[src/rtl/el2_regfile_snap_ctrl_pkg.sv]
// Shared types for the register snapshot controller: FSM encoding, word indices,
// exposed GPR/TLU bundles and the flattening of those bundles into snapshot words.
package el2_pkg;

  localparam int SNAP_NUM_WORDS = 26;
  localparam int SNAP_IDX_W     = 5;

  localparam logic [SNAP_IDX_W-1:0] SNAP_IDX_PC   = 5'd11;
  localparam logic [SNAP_IDX_W-1:0] SNAP_IDX_MRAC = 5'd25;

  localparam logic [1:0] SNAP_ST_IDLE   = 2'd0;
  localparam logic [1:0] SNAP_ST_STREAM = 2'd1;
  localparam logic [1:0] SNAP_ST_DONE   = 2'd2;

  typedef enum logic [1:0] {
    SNAP_IDLE   = SNAP_ST_IDLE,
    SNAP_STREAM = SNAP_ST_STREAM,
    SNAP_DONE   = SNAP_ST_DONE
  } el2_snap_state_t;

  typedef struct packed {
    logic [31:0] ra;
    logic [31:0] sp;
    logic [31:0] fp;
    logic [31:0] a0;
    logic [31:0] a1;
    logic [31:0] a2;
    logic [31:0] a3;
    logic [31:0] a4;
    logic [31:0] a5;
    logic [31:0] a6;
    logic [31:0] a7;
  } el2_gpr_pkt_t;

  typedef struct packed {
    logic [31:0] pc;
    logic [31:0] npc;
    logic [31:0] mstatus;
    logic [31:0] mie;
    logic [31:0] mtvec;
    logic [31:0] mscratch;
    logic [31:0] mepc;
    logic [31:0] mcause;
    logic [31:0] mtval;
    logic [31:0] mip;
    logic [31:0] mcyclel;
    logic [31:0] mcycleh;
    logic [31:0] minstretl;
    logic [31:0] minstreth;
    logic [31:0] mrac;
  } el2_tlu_pkt_t;

  typedef logic [SNAP_NUM_WORDS-1:0][31:0] el2_snap_words_t;

  // Word order seen by the consumer: GPRs first, then TLU state starting at pc.
  function automatic el2_snap_words_t snap_pack(input el2_gpr_pkt_t g, input el2_tlu_pkt_t t);
    el2_snap_words_t w;
    w                = '0;
    w[0]             = g.ra;
    w[1]             = g.sp;
    w[2]             = g.fp;
    w[3]             = g.a0;
    w[4]             = g.a1;
    w[5]             = g.a2;
    w[6]             = g.a3;
    w[7]             = g.a4;
    w[8]             = g.a5;
    w[9]             = g.a6;
    w[10]            = g.a7;
    w[SNAP_IDX_PC]   = t.pc;
    w[12]            = t.npc;
    w[13]            = t.mstatus;
    w[14]            = t.mie;
    w[15]            = t.mtvec;
    w[16]            = t.mscratch;
    w[17]            = t.mepc;
    w[18]            = t.mcause;
    w[19]            = t.mtval;
    w[20]            = t.mip;
    w[21]            = t.mcyclel;
    w[22]            = t.mcycleh;
    w[23]            = t.minstretl;
    w[24]            = t.minstreth;
    w[SNAP_IDX_MRAC] = t.mrac;
    return w;
  endfunction

endpackage

[src/rtl/el2_regfile_snap_ctrl_if.sv]
// Register-exposure bundle from the core: the source drives live GPR/TLU state,
// the sink only observes it.
interface el2_regfile_if;

  el2_pkg::el2_gpr_pkt_t gpr;
  el2_pkg::el2_tlu_pkt_t tlu;

  modport veer_rf_source (output gpr, output tlu);
  modport veer_rf_sink   (input  gpr, input  tlu);

endinterface

[src/rtl/el2_regfile_snap_ctrl_next_idx.sv]
// Finds the lowest set mask bit at or above i_from; used to skip unselected words
// without spending cycles (only instantiated when RV_RF_SNAP_MASK_EN is defined).
module el2_snap_next_idx
  import el2_pkg::*;
(
  input  logic [SNAP_NUM_WORDS-1:0] i_mask,
  input  logic [SNAP_IDX_W-1:0]     i_from,
  output logic                      o_found,
  output logic [SNAP_IDX_W-1:0]     o_idx
);

  always_comb begin
    o_found = 1'b0;
    o_idx   = '0;
    for (int i = 0; i < SNAP_NUM_WORDS; i++) begin
      if (!o_found && i_mask[i] && (5'(i) >= i_from)) begin
        o_found = 1'b1;
        o_idx   = 5'(i);
      end
    end
  end

endmodule

[src/rtl/el2_regfile_snap_ctrl.sv]
// Snapshot controller: captures all exposed registers in one cycle, then streams
// them one word per valid/ready beat. Optional word selection under RV_RF_SNAP_MASK_EN.
module el2_regfile_snap_ctrl
  import el2_pkg::*;
#(
  parameter int DROP_CNT_W = 8
) (
  input  logic                     clk,
  input  logic                     rst_l,
  el2_regfile_if.veer_rf_sink      rf,
  input  logic                     snap_req,
  input  logic                     snap_abort,
`ifdef RV_RF_SNAP_MASK_EN
  input  logic [SNAP_NUM_WORDS-1:0] snap_mask,
`endif
  input  logic                     out_ready,
  output logic                     out_valid,
  output logic [SNAP_IDX_W-1:0]    out_idx,
  output logic [31:0]              out_data,
  output logic                     out_last,
  output logic                     snap_busy,
  output logic                     snap_done,
  output logic [DROP_CNT_W-1:0]    drop_cnt,
  output logic [1:0]               dbg_state
);

  // Output port: out_valid/out_idx/out_data/out_last form one beat; a beat
  // transfers when out_valid && out_ready on a rising clk. While out_valid is high
  // and out_ready low, idx/data/last are held and out_valid never drops except
  // through snap_abort.

  el2_snap_state_t           r_state;
  el2_snap_words_t           r_shadow;
  logic [SNAP_IDX_W-1:0]     r_idx;
  logic [DROP_CNT_W-1:0]     r_drop;

  logic                      w_hs;
  logic                      w_last;
  logic [SNAP_IDX_W-1:0]     w_next_idx;
  logic                      w_busy_req;

`ifdef RV_RF_SNAP_MASK_EN
  logic [SNAP_NUM_WORDS-1:0] r_mask;
  logic                      w_more;
  logic                      w_first_found;
  logic [SNAP_IDX_W-1:0]     w_first_idx;

  el2_snap_next_idx u_next (
    .i_mask  (r_mask),
    .i_from  (r_idx + 5'd1),
    .o_found (w_more),
    .o_idx   (w_next_idx)
  );

  el2_snap_next_idx u_first (
    .i_mask  (snap_mask),
    .i_from  (5'd0),
    .o_found (w_first_found),
    .o_idx   (w_first_idx)
  );

  assign w_last = !w_more;
`else
  assign w_last     = (r_idx == SNAP_IDX_MRAC);
  assign w_next_idx = r_idx + 5'd1;
`endif

  assign w_hs       = (r_state == SNAP_STREAM) && out_ready;
  assign w_busy_req = snap_req && (r_state != SNAP_IDLE);

  always_ff @(posedge clk or negedge rst_l) begin
    if (!rst_l) begin
      r_state  <= SNAP_IDLE;
      r_idx    <= '0;
      r_shadow <= '0;
`ifdef RV_RF_SNAP_MASK_EN
      r_mask   <= '0;
`endif
    end else begin
      case (r_state)
        SNAP_IDLE: begin
          // A same-cycle abort is irrelevant here: the request always wins in IDLE.
          if (snap_req) begin
            r_shadow <= snap_pack(rf.gpr, rf.tlu);
`ifdef RV_RF_SNAP_MASK_EN
            r_mask   <= snap_mask;
            if (w_first_found) begin
              r_state <= SNAP_STREAM;
              r_idx   <= w_first_idx;
            end else begin
              r_state <= SNAP_DONE;
              r_idx   <= '0;
            end
`else
            r_state  <= SNAP_STREAM;
            r_idx    <= '0;
`endif
          end
        end
        SNAP_STREAM: begin
          if (snap_abort) begin
            r_state <= SNAP_IDLE;
            r_idx   <= '0;
          end else if (w_hs) begin
            if (w_last) begin
              r_state <= SNAP_DONE;
              r_idx   <= '0;
            end else begin
              r_idx   <= w_next_idx;
            end
          end
        end
        SNAP_DONE: begin
          r_state <= SNAP_IDLE;
        end
        default: begin
          r_state <= SNAP_IDLE;
          r_idx   <= '0;
        end
      endcase
    end
  end

  always_ff @(posedge clk or negedge rst_l) begin
    if (!rst_l) begin
      r_drop <= '0;
    end else if (w_busy_req && (r_drop != '1)) begin
      r_drop <= r_drop + DROP_CNT_W'(1);
    end
  end

  assign out_valid = (r_state == SNAP_STREAM);
  assign out_idx   = r_idx;
  assign out_data  = r_shadow[r_idx];
  assign out_last  = out_valid && w_last;
  assign snap_busy = (r_state != SNAP_IDLE);
  assign snap_done = (r_state == SNAP_DONE);
  assign drop_cnt  = r_drop;
  assign dbg_state = r_state;

endmodule

[src/flat_wrapper.sv]
// flat-port wrapper written by rule: the top's interface ports become plain ports
module el2_regfile_snap_ctrl_flat import el2_pkg::*;
#(
  parameter int DROP_CNT_W = 8
)
  (clk, rst_l, snap_req, snap_abort, out_ready, out_valid, out_idx, out_data, out_last, snap_busy, snap_done, drop_cnt, dbg_state, rf_gpr, rf_tlu);
  el2_regfile_if rf_i ();
  input  logic clk;
  input  logic rst_l;
  input  logic snap_req;
  input  logic snap_abort;
  input  logic out_ready;
  output logic out_valid;
  output logic [SNAP_IDX_W-1:0] out_idx;
  output logic [31:0] out_data;
  output logic out_last;
  output logic snap_busy;
  output logic snap_done;
  output logic [DROP_CNT_W-1:0] drop_cnt;
  output logic [1:0] dbg_state;
  input wire logic [$bits(rf_i.gpr)-1:0] rf_gpr;
  input wire logic [$bits(rf_i.tlu)-1:0] rf_tlu;
  assign rf_i.gpr = rf_gpr;
  assign rf_i.tlu = rf_tlu;
  el2_regfile_snap_ctrl #(.DROP_CNT_W(DROP_CNT_W)) u_core (.clk(clk), .rst_l(rst_l), .rf(rf_i), .snap_req(snap_req), .snap_abort(snap_abort), .out_ready(out_ready), .out_valid(out_valid), .out_idx(out_idx), .out_data(out_data), .out_last(out_last), .snap_busy(snap_busy), .snap_done(snap_done), .drop_cnt(drop_cnt), .dbg_state(dbg_state));
endmodule
[config.mk]
export PLATFORM = sky130hd
export DESIGN_NAME = el2_regfile_snap_ctrl_flat
export DESIGN_NICKNAME = d
export VERILOG_FILES = /design/src/rtl/el2_regfile_snap_ctrl_pkg.sv /design/src/rtl/el2_regfile_snap_ctrl_if.sv /design/src/rtl/el2_regfile_snap_ctrl_next_idx.sv /design/src/rtl/el2_regfile_snap_ctrl.sv /design/src/flat_wrapper.sv
export SDC_FILE = /design/constraint.sdc
export NUM_CORES = 2
export LEC_CHECK = 0
export ABC_AREA = 1
export BUFFER_PORTS_ARGS = -buffer_cell sky130_fd_sc_hd__buf_4
export CAP_MARGIN = 10
export CORE_AREA = 4 4 344 346
export CTS_BUF_LIST = sky130_fd_sc_hd__clkbuf_4 sky130_fd_sc_hd__clkbuf_8 sky130_fd_sc_hd__clkbuf_16
export CTS_CLUSTER_DIAMETER = 30
export CTS_CLUSTER_SIZE = 30
export DETAILED_ROUTE_END_ITERATION = 10
export DIE_AREA = 0 0 348 350
export MAX_ROUTING_LAYER = met4
export SLEW_MARGIN = 10
export SYNTH_ARGS = -nofsm -noshare
export SYNTH_HDL_FRONTEND = slang
export SYNTH_SLANG_ARGS = --single-unit
export TNS_END_PERCENT = 20
[constraint.sdc]
create_clock -name clk -period 1.9 [get_ports clk]
set_input_delay 0.19 -clock clk [delete_from_list [all_inputs] [get_ports clk]]
set_output_delay 0.19 -clock clk [all_outputs]
set_load 0.01 [all_outputs]
==> results.yml <==
outcome:
  outcome: "finished, violations left"
  violations_in_the_final_reports: "negative setup slack"
synthesis:
  yosys-top-cells-count: "nand2_1 (1106), dfrtp_1 (847), nor2_1 (682)"
  yosysTopAreaCell: "dfrtp_1"
  synth_edf_count: 0
  area_share_of_the_leading_cell_type_in_the_synthesized_netlist_pct: 51.77
  post-synth-top-count-cell: "nand2_1"
  netlist-cell-type-count: 30
  async_reset_ff_share_pct: 100.0
  dominantRegCellSynth: "dfrtp_1"
  netlist_instances: 4863
  syn_nets: 5703
  yosysSeqAreaShare_pct: 51.77
  synth_warnings: 0
  synth_seq_cells: 847
  synth.cell_area_sq_mm: 0.04094
  synthTopCellsByArea: "dfrtp_1 (52%), nand2_1 (10%), mux2_1 (10%), a21oi_1 (6.3%), nor2_1 (6.3%)"
  avgSynthCellArea_sq_um: 8.420
global_routing:
  grt_max_degree: 106
  number_of_global_route_vias_before_repair: 45970
  grtUsageTotal_pct: 33.35
  grt_first_pass_wirelength_mm: 291.1
  grt_antenna_before_repair: 58
  overflow: 0
timing:
  timing_max_transition_violations_final: 0
  timing.max_slew.rel_slack_pct: 60.13
  final.setup.worst_slack_ns: -1.132
  hold_viol_final: 0
  finalWorstPathRequiredPeriod_ns: 3.032
  setup-violations-final: 36
  slew_of_the_pin_with_the_lowest_slew_margin_ns: 0.5980
  fin_skew_ns: 0.02990
  grt_setup_unrepaired: "true"
  timing.fmax_ghz: 0.3298
  setup_tns_ns: -34.64
  period_share_pct: 159.6
worst_setup_path:
  slowest_stage: "dfrtp_4"
  worst_setup_path_end_kind: "output port"
  worstPathRequired_ns: 1.71
  critPathKind: "register to output port"
  critical_path_buf_inv_count: 7
  critical_path.max_fanout: 8
  critical_path_cell_sequence: "buf_12 -> clkinv_16 -> buf_12 -> buf_12 -> nand2_4 -> nand3_2 -> nand3_2 -> nand2_2 -> nor2_4 -> buf_6 -> nand2_4 -> nand2_4 -> inv_2 -> buf_6"
  crit_family: "buffers and inverters"
  startpoint_type: "register"
  max_stage_delay_ns: 0.47
  timing.critical_path.arrival_ns: 2.84
routing:
  vias_per_cell: 5.061
  drcViolationCount: 0
  wl_per_cell_um: 23.51
  wirelength_mm: 203.1
  final_antenna_net_count: 0
  via_count: 43730
  tritonroute_pass_1_iters: 5
  drt-initial-drc-count: 3502
place:
  portBuffers: 887
  place_hpwl_mm: 142.1
  dpl-instance-area_sq_mm: 0.05142
  globalplace.congestion: 0.9620
pwr:
  switching_share_of_total_power_pct: 32.84
  power.leakage_uw: 0.03470
  power.clock.fraction_pct: 41.8
  internal-power_uw: 61090
  comb_power_share_pct: 29.4
  seq_power_share_pct: 28.8
  netSwitchingPower_uw: 29880
  power_uw: 90970
  power_per_cell_area_mw_per_mm2: 1289
  peakVddDrop_mv: 0.8698
clocking:
  cts_buffers: 209
  clkSinkCount: 847
  max-clock-path-buffers: 3
  path_clk_slew_ns: 0.05
  clk-insertion-delay-late_ns: 0.79
  clockRootBuffer: "clkbuf_16"
  clock_tree_from_tritoncts: "yes"
  cts-htree-levels: 4
floorplan:
  placementRows: 125
  core_area_sq_mm: 0.1154
  effective_utilization_at_floorplan_pct: 35.47
  ioPinCount: 888
  floorplan.die.height_um: 350
  die-area_sq_mm: 0.1218
  die_w_um: 348
cells_and_area:
  num-nets-final: 7709
  post_route_cells_drive_above_1_share_pct: 28.53
  finalInstanceArea_sq_mm: 0.07057
  layout_stage_area_growth_over_the_synthesis_result_pct: 72.35
run:
  maxCapViolCount: 0
worst_hold_path:
  hp-class: "input pin to async pin"
## layout by cell type (no fill, tap or decap), types with 65 or more instances in the layout
cell,count
dlygate4sd3_1,844
nand3_2,120
diode_2,65
clkbuf_16,216
nand3_1,322
buf_12,83
nand2_1,1001
inv_1,493
nand2_2,70
a21oi_1,493
dfrtp_1,844
nor2_1,633
buf_4,1090
mux2_1,362
## through the flow
step	hold WS (ns)	setup slack [ns]	std cells	util [%]
global placement	0.1280	-0.9027	7305	44.55
floorplan	-0.1056	0.1669	4863	-
detailed placement	0.1230	-0.8794	7305	44.55
CTS	0.1118	-1.152	8574	60.31
finish	0.1674	-1.132	8640	61.14
global route	0.1347	-1.197	8629	61.11
## final timing paths
kind | endpoint | cells past startpoint | start | slack (ns)
max | out_data[12] | 14 | u_core.out_idx[0] | -1.13
min | u_core.r_shadow[714] | 3 | rst_l | 0.17
max reg2reg | u_core.r_shadow[507] | 6 | u_core.dbg_state[1] | 0.06
min reg2reg | u_core.r_shadow[458] | 1 | u_core.r_shadow[458] | 0.49
max in group asynchronous | u_core.r_shadow[75] | 4 | rst_l | 1.11
min in group clk | u_core.r_shadow[816] | 3 | rf_tlu[16] | 0.17
## layer usage
layer	vias up	share of wire, %	global-route usage, %
li1	19600	-	-
met4	0	7.1	20.61
met1	21310	37	37.65
met5	-	0	-
met3	623	7.4	6.539
met2	2195	48	54.82
## power groups by stage
| stage | combinational [uW] | sequential, uW | clock [uW] |
|---|---|---|---|
| 3_5_place_dp | 21700 | 26200 | 0 |
| 4_1_cts | 25500 | 26000 | 38200 |
| 5_1_grt | 28900 | 26600 | 39300 |
| 3_3_place_gp | 21400 | 26000 | 0 |
| 6_report | 26700 | 26200 | 38000 |
| 2_1_floorplan | 12600 | 25300 | 0 |
## registers in the layout, summed over array words and instances, names as in the netlist
| register | cells |
|---|---|
| u_core.dbg_state | 2 |
| u_core.drop_cnt | 8 |
| u_core.out_idx | 5 |
| u_core.r_shadow | 832 |
## worst register-to-register path: stages, from the launching register on
cell and delay, ns:
dfrtp_1 0.40, nor2_4 0.25, nand2_8 0.14, buf_12 0.20
buf_12 0.19, buf_12 0.19, mux2_1 0.35
## cell families (layout without fill, tap and decap cells)
| family | Yosys count | count (layout) | synth area share [%] |
|---|---|---|---|
| AOI/OAI and AO/OA | 543 | 543 | 6.796 |
| xor gates and xnor gates | 8 | 8 | 0.1711 |
| adders and majority gates | 3 | 3 | 0.09169 |
| buffers and inverters | 831 | 3019 | 8.871 |
| DFF | 847 | 847 | 51.77 |
| muxes | 362 | 362 | 9.956 |
| other | 0 | 65 | 0 |
| and+or+nand+nor | 2269 | 2269 | 22.35 |
## area by class of cell
cell class | count | area [sq um]
clock buffer | 263 | 5857
fill | 9092 | 44860
timing repair buffer | 2105 | 19770
multi-input combinational | 3185 | 17820
sequential | 847 | 21210
clock inverter | 130 | 1799
inverter | 519 | 1996
antenna | 65 | 162.7
timing repair inverter | 2 | 50.05
tap | 1524 | 1907
## timing repair
item / CTS / global route
endpoints found under the hold margin: 1693 / 0
hold buffers: 845 / 0
buffers inserted: 22 / 5
gates resized for setup: 377 / 180
gates cloned: 14 / 4
endpoints found under the setup margin: 41 / 74
pin swaps: 62 / 71
No activity file was read; power rests on OpenSTA's default activity.
